`src/rtl/spi_target_if.sv`:
```
// SPI target endpoint: oversamples SCLK/EN/MOSI on clk, receives one word per frame
// and shifts a preloaded reply (or FILL_WORD) out on MISO, MSB first.
module spi_target_if #(
    parameter int unsigned       DATA_W      = 8,
    parameter int unsigned       SYNC_STAGES = 2,
    parameter logic [DATA_W-1:0] FILL_WORD   = '0
) (
    input  logic              clk,
    input  logic              rst,
    input  logic              SPI_CLK,
    input  logic              SPI_EN,
    input  logic              SPI_MOSI,
    output logic              SPI_MISO,
    input  logic [DATA_W-1:0] tx_data,
    input  logic              tx_valid,
    output logic              tx_ready,
    output logic [DATA_W-1:0] rx_data,
    output logic              rx_valid,
    output logic              tx_underrun,
    output logic              frame_err,
    output logic              busy
);

    localparam int unsigned CNT_W = $clog2(DATA_W + 1);

    typedef enum logic [1:0] {StIdle, StActive, StDone} state_t;

    logic [SYNC_STAGES-1:0] sclk_sync, en_sync, mosi_sync;
    logic                   sclk_prev, en_prev;
    logic                   sclk_s, en_s, mosi_s;
    logic                   sclk_rise, sclk_fall, en_rise, en_fall;

    state_t             state_q;
    logic [DATA_W-1:0]  tx_shift_q, rx_shift_q, hold_q;
    logic [CNT_W-1:0]   cnt_q;
    logic               hold_full_q, hold_full_d, hold_load, hold_take;
    logic               rx_pend_q;

    // EN chain resets high so a frame already in progress at reset release is
    // not mistaken for a new frame start; EN must be seen low first.
    always_ff @(posedge clk) begin
        if (rst) begin
            sclk_sync <= '0;
            en_sync   <= '1;
            mosi_sync <= '0;
            sclk_prev <= 1'b0;
            en_prev   <= 1'b1;
        end else begin
            sclk_sync <= {sclk_sync[SYNC_STAGES-2:0], SPI_CLK};
            en_sync   <= {en_sync[SYNC_STAGES-2:0], SPI_EN};
            mosi_sync <= {mosi_sync[SYNC_STAGES-2:0], SPI_MOSI};
            sclk_prev <= sclk_s;
            en_prev   <= en_s;
        end
    end

    assign sclk_s    = sclk_sync[SYNC_STAGES-1];
    assign en_s      = en_sync[SYNC_STAGES-1];
    assign mosi_s    = mosi_sync[SYNC_STAGES-1];
    assign sclk_rise = sclk_s & ~sclk_prev;
    assign sclk_fall = ~sclk_s & sclk_prev;
    assign en_rise   = en_s & ~en_prev;
    assign en_fall   = ~en_s & en_prev;

    // Load and take never coincide: a load needs the register empty, a take needs it full.
    always_comb begin
        hold_load   = tx_valid & tx_ready;
        hold_take   = (state_q == StIdle) & en_rise & hold_full_q;
        hold_full_d = (hold_full_q & ~hold_take) | hold_load;
    end

    always_ff @(posedge clk) begin
        if (rst) begin
            state_q     <= StIdle;
            tx_shift_q  <= '0;
            rx_shift_q  <= '0;
            hold_q      <= '0;
            cnt_q       <= '0;
            hold_full_q <= 1'b0;
            rx_pend_q   <= 1'b0;
            tx_ready    <= 1'b0;
            rx_data     <= '0;
            rx_valid    <= 1'b0;
            tx_underrun <= 1'b0;
            frame_err   <= 1'b0;
        end else begin
            rx_valid    <= 1'b0;
            tx_underrun <= 1'b0;
            frame_err   <= 1'b0;
            rx_pend_q   <= 1'b0;
            hold_full_q <= hold_full_d;
            tx_ready    <= ~hold_full_d;
            if (hold_load) begin
                hold_q <= tx_data;
            end
            if (rx_pend_q) begin
                rx_data  <= rx_shift_q;
                rx_valid <= 1'b1;
            end
            unique case (state_q)
                StIdle: begin
                    if (en_rise) begin
                        state_q    <= StActive;
                        cnt_q      <= '0;
                        rx_shift_q <= '0;
                        if (hold_full_q) begin
                            tx_shift_q <= hold_q;
                        end else begin
                            tx_shift_q  <= FILL_WORD;
                            tx_underrun <= 1'b1;
                        end
                    end
                end
                StActive: begin
                    if (en_fall) begin
                        state_q   <= StIdle;
                        frame_err <= 1'b1;
                    end else begin
                        if (sclk_rise) begin
                            rx_shift_q <= {rx_shift_q[DATA_W-2:0], mosi_s};
                            cnt_q      <= cnt_q + 1'b1;
                            if (cnt_q == CNT_W'(DATA_W - 1)) begin
                                state_q   <= StDone;
                                rx_pend_q <= 1'b1;
                            end
                        end
                        if (sclk_fall && (cnt_q < CNT_W'(DATA_W))) begin
                            tx_shift_q <= tx_shift_q << 1;
                        end
                    end
                end
                StDone: begin
                    if (en_fall) begin
                        state_q <= StIdle;
                    end
                end
                default: state_q <= StIdle;
            endcase
        end
    end

    assign SPI_MISO = (state_q != StIdle) & tx_shift_q[DATA_W-1];
    assign busy     = (state_q != StIdle);

endmodule
```
`config.mk`:
```
export PLATFORM = sky130hd
export DESIGN_NAME = spi_target_if
export DESIGN_NICKNAME = d
export VERILOG_FILES = /design/src/rtl/spi_target_if.sv
export SDC_FILE = /design/constraint.sdc
export NUM_CORES = 1
export LEC_CHECK = 0
export CORE_MARGIN = 2
export CORE_UTILIZATION = 23
export CTS_CLUSTER_SIZE = 12
export DETAILED_ROUTE_END_ITERATION = 10
export SLEW_MARGIN = 15
export SYNTH_ARGS = -nofsm -noshare
export SYNTH_HDL_FRONTEND = slang
export SYNTH_SLANG_ARGS = --single-unit
```
`constraint.sdc`:
```
create_clock -name clk -period 1.75 [get_ports clk]
set_clock_uncertainty 0.05 [all_clocks]
set_input_delay 0.4375 -clock clk [delete_from_list [all_inputs] [get_ports clk]]
set_output_delay 0.4375 -clock clk [all_outputs]
set_load 0.005 [all_outputs]
```
-- Yosys cells after proc, flatten, opt, wreduce, memory -nomap -nowiden
Index checks and enable logic that the tools add are counted.
- register bits after elaboration: 52
- latch bits: 0
- bits in writable memories: 0
- ROM bits: 0
- input bits: 14
- memories: 0
- add/sub/neg operators: 1
- multipliers: 0
- divide/modulo/power cells: 0
- magnitude comparators: 1
- eq/ne operators: 10
- shift-type cells: 0
- multiplexer cells: 23
- bitwise gates (word level): 20
- reductions and logical operators: 10
- operators by type and width (kind ; count):
    two-way mux 8 bit ; 7
    one-hot mux 8 bit (2 select lines) ; 2
    two-way mux 4 bit ; 3
    AND reduction 4 bit ; 3
    two-way mux 2 bit ; 5
    inequality test 2 bit (second input constant) ; 5
    inverter 1 bit ; 10
    bitwise AND 1 bit ; 9
    one-hot mux 4 bit (2 select lines) ; 1
    inequality test 3 bit (second input constant) ; 2
    one-hot mux 2 bit (3 select lines) ; 1
    adder 4 x 1 -> 4 bit (second input constant) ; 1
    == test 4 x 3 -> 1 bit (second input constant) ; 1
    < comparator 4 bit (second input constant) ; 1
    two-way mux 1 bit ; 4
    nonzero test 2 bit ; 2
    OR reduction 4 bit ; 1
    OR reduction 3 bit ; 1
    == test 2 x 1 -> 1 bit (second input constant) ; 1
    == test 2 bit (second input constant) ; 1
    logical NOT 2 bit ; 1
    OR reduction 2 bit ; 1
    logical AND 1 bit ; 1
    OR 1 bit ; 1

-- Logic depth before layout (Yosys ltp)
- depth after elaboration: 8
- mapped depth: 5
- gate-level depth less buffers: 4

-- Worst setup path after synthesis
OpenSTA, ideal clock, no wires.
- kind: register to register
- start point: register state_q[1]
- end point: register cnt_q[1]
- library setup time: 132 ps
- arrival: 1257 ps
- data required time: 1568 ps
- setup slack: 311 ps
- cell stages (with the launch flop): 6
- buffers on the path: 2
- period minus slack after synthesis: 1439 ps
- cells stage by stage: dfxtp_1 -> or4b_1 -> buf_2 -> buf_6 -> o311ai_1 -> a21oi_1
- word-level cells in the longest chain between the ends: 3
- ends and longest elaborated chain (element ; RTL line ; text):
    from (decl) ; 33 ; state_t state_q;
    from (signal assigned) ; 74 ; state_q <= StIdle;
    from (signal assigned) ; 103 ; state_q <= StActive;
    from (signal assigned) ; 116 ; state_q <= StIdle;
    == test 2 x 1 -> 1 bit or logical NOT 2 bit (tied branches) ; 100 ; unique case (state_q)
    inequality test 2 bit (no line) or nonzero test 2 bit (tied branches) ; - ;
    AND reduction 4 bit (no line) ; - ;
    to (signal assigned) ; 121 ; cnt_q <= cnt_q + 1'b1;
    to (decl) ; 35 ; logic [CNT_W-1:0] cnt_q;
Several ways; a longest one is shown, not always the timed one.
A chain may end at the register's enable or synchronous reset.

-- Worst setup path in the final report
- start point: register state_q[0]
- end point: output busy
- word-level cells in the longest chain between the ends: 1
- ends and longest elaborated chain (element ; RTL line ; text):
    nonzero test 2 bit ; 143 ; assign busy = (state_q != StIdle);
    to (decl) ; 21 ; output logic busy
No other way between the ends.

==> flow_summary.yaml <==
critical_path:
  critPathMaxFanout: 2
  path_cells: "or2_2, dlygate4sd2_1"
  critPathMaxStageDelay_ps: 320
  crit_path_top_delay_cell: "dfxtp_1"
  path_class: "flip-flop to output port"
  endpoint_kind: "output port"
  start_kind: "flip-flop"
  critPathRequiredTime_ps: 1260
  cp.arrival_ps: 1180
timing:
  grt_setup_unrepaired: "false"
  timing.hold.ws_ps: 375.0
  fmax_mhz: 600.9
  hold_viol_final: 0
  final_max_slew_viol_count: 0
  max-slew-margin-rel_pct: 63.03
  tightest_slew_ps: 552.0
  fin_crit_sh_pct: 95.09
  period_needed_ps: 1664
  finalSetupViolations: 0
drt:
  antenna_left: 0
  wl_met1_mm: 2.124
  drtPass1Iterations: 4
  drcViolationCount: 0
  highest_layer: "met4"
  route.met3.wl_um: 120
  wl_mm: 4.381
  drt_iter0_drc: 89
  avgRoutedWirePerCell_um: 12.00
  post_drt_via_cell_ratio: 4.614
  dr_wl_met2_mm: 2.042
  vias: 1684
synthesis:
  yosys-top-cells-area: "dfxtp_1, mux2i_1, a21oi_1"
  synth_top_area_share_pct: 48.74
  synth-seq-area-share_pct: 48.74
  syn-cell-area_um2: 2136
  ys_types: 31
  netlist.top_cell.by_area: "dfxtp_1"
  syn_avg_cell_area_um2: 9.535
  synth-seq-cells: 52
  ys_warn_count: 0
  syn_inst: 224
  synth_fp_nets: 239
clock_network:
  holdBufCountCts: 0
  clk_latency_ps: 300
  htree_levels: 2
  cts_buffers: 5
  clkSinkCount: 52
  tritoncts: "yes"
  postCtsSetupBuffers: 0
  ctsRootBufferMaster: "clkbuf_8"
  cts_buffer_depth: 2
  clk_pin_slew_ps: 90
global_routing:
  grt_pass1_vias: 1604
  overflow: 0
  antenna_found_initial: 0
  grt_pass1_wl_mm: 7.569
  grt_usage_pct: 9.225
  grt_max_degree: 27
place:
  hpwl_mm: 2.953
  portBuffers: 27
  dpl_cell_area_um2: 2579
  gp_congestion: 0.7138
floorplanning:
  dieArea_um2: 10070
  io_pins: 28
  start_util_pct: 23.45
  num_rows: 35
  coreArea_um2: 9109
  die_x_um: 100.4
  die_h_um: 100.4
job:
  maxCapViolCount: 0
layout:
  fillers: 945
  drive_gt1_share_pct: 12.20
  n_antenna_cell: 0
  areaGrowthSynthToFinish_pct: 24.78
  finish.instance_area_um2: 2665
  fin_nets: 268
run_status:
  status: "finished, final reports clean"
power_and_ir_drop:
  clkPwrFrac_pct: 33.5
  power_density_nw_per_um2: 782.7
  p_sw_share_pct: 22.81
  switchingPower_uw: 475.8
  intPower_mw: 1.610
  power.share.sequential_pct: 58.3
  p_leak_nw: 0.9244
  combPwrFrac_pct: 8.1
  peakVddDrop_mv: 0.2681
hold_path:
  min-delay-path-class: "flip-flop to flip-flop"
==> flip-flops by register name, indices dropped and copies added (netlist names), 2 cells and up <==
signal,count
rx_data,8
tx_shift_q,8
hold_q,8
mosi_sync,2
sclk_sync,2
cnt_q,4
en_sync,2
rx_shift_q,8
state_q,2
==> power by group through the flow <==
stage                     Combinational (mW)  Clock, mW  Sequential, mW
after detailed placement               0.171          0            1.24
after global placement                 0.170          0            1.24
after CTS                              0.171      0.727            1.22
after global routing                   0.189      0.770            1.22
final                                  0.170      0.699            1.22
after floorplan                       0.0982          0            1.24
==> placed cells by master (no fill, tap or decap), drive strengths merged, types with 4 or more instances in the layout <==
cell type / n
nor2: 10
buf: 16
nand3: 9
dfxtp: 52
nand4: 10
inv: 7
a211o: 7
clkdlybuf4s50: 24
clkbuf: 9
nand3b: 4
a21oi: 28
nand2: 10
o311ai: 10
nor2b: 8
nand2b: 11
mux2i: 18
or2: 4
==> layer usage <==
layer | global-route usage [%] | vias to the layer above
met1 | 11.94 | 800
met3 | 1.532 | 7
met5 | 0 | -
met4 | 4.636 | 0
met2 | 14.82 | 18
li1 | - | 859
==> synth_stat cells <==
| library cell | count |
|---|---|
| a211o_1 | 7 |
| a21oi_1 | 28 |
| a221oi_2 | 1 |
| a41oi_4 | 1 |
| and2_1 | 1 |
| and2b_1 | 1 |
| buf_1 | 1 |
| buf_2 | 3 |
| buf_6 | 1 |
| clkbuf_1 | 15 |
| dfxtp_1 | 52 |
| ha_1 | 1 |
| inv_1 | 7 |
| mux2i_1 | 18 |
| nand2_1 | 10 |
| nand2b_1 | 11 |
| nand3_1 | 9 |
| nand3b_1 | 4 |
| nand4_1 | 10 |
| nor2_1 | 10 |
| nor2b_1 | 8 |
| nor3_1 | 2 |
| nor4_1 | 1 |
| nor4b_2 | 1 |
| o211ai_1 | 1 |
| o311ai_1 | 10 |
| or2_2 | 4 |
| or3_1 | 2 |
| or4_1 | 2 |
| or4b_1 | 1 |
| or4bb_1 | 1 |
==> per-stage QoR <==
stage,total power [mW],setup WS [ps],utilization (%),instances,setup TNS [ps]
global route,2.179,4.043,29.26,365,0
CTS,2.115,-72.48,29.27,365,-72.48
finish,2.086,85.88,29.26,365,0
global placement,1.414,95.50,28.31,357,0
detailed placement,1.416,76.46,28.31,357,0
floorplan,1.339,311.1,-,224,0
==> cells by family after synthesis <==
kind of cell | after synthesis | share of synthesized area [%]
fa+ha+maj | 1 | 0.5857
compound gates | 48 | 15.88
simple gates | 78 | 21.09
flops | 52 | 48.74
mux | 18 | 8.436
buf+inv | 27 | 5.272
==> final cells by class <==
type | count | area [µm²] | share of cell area (%)
flip-flops and latches | 52 | 1041 | 39.06
multi-input cells | 145 | 984.7 | 36.95
repair buffers | 42 | 384.1 | 14.41
well taps | 111 | 138.9 | 5.211
clock buffers | 8 | 90.09 | 3.380
inverters | 7 | 26.28 | 0.9859
==> worst max-delay path: cells and delay by family, from the launching register on <==
kind / cells / cell delay (ps)
buffers and inverters: 1 / 260
DFF: 1 / 320
and+or+nand+nor: 1 / 300
==> path summary, 6_finish.rpt <==
kind | from | endpoint | slack (ps) | cells past startpoint
worst min-delay path | en_sync[0] | en_sync[1] | 370 | 1
worst min register to register | en_sync[0] | en_sync[1] | 370 | 1
worst max register to register | state_q[0] | rx_shift_q[6] | 120 | 5
worst max-delay path | state_q[0] | busy | 90 | 2
==> timing repair <==
item                       in CTS  in global routing
gates cloned                    0                  0
setup endpoints to repair       2                  2
resized for setup               2                  3
Power figures use the tool's default switching activity.
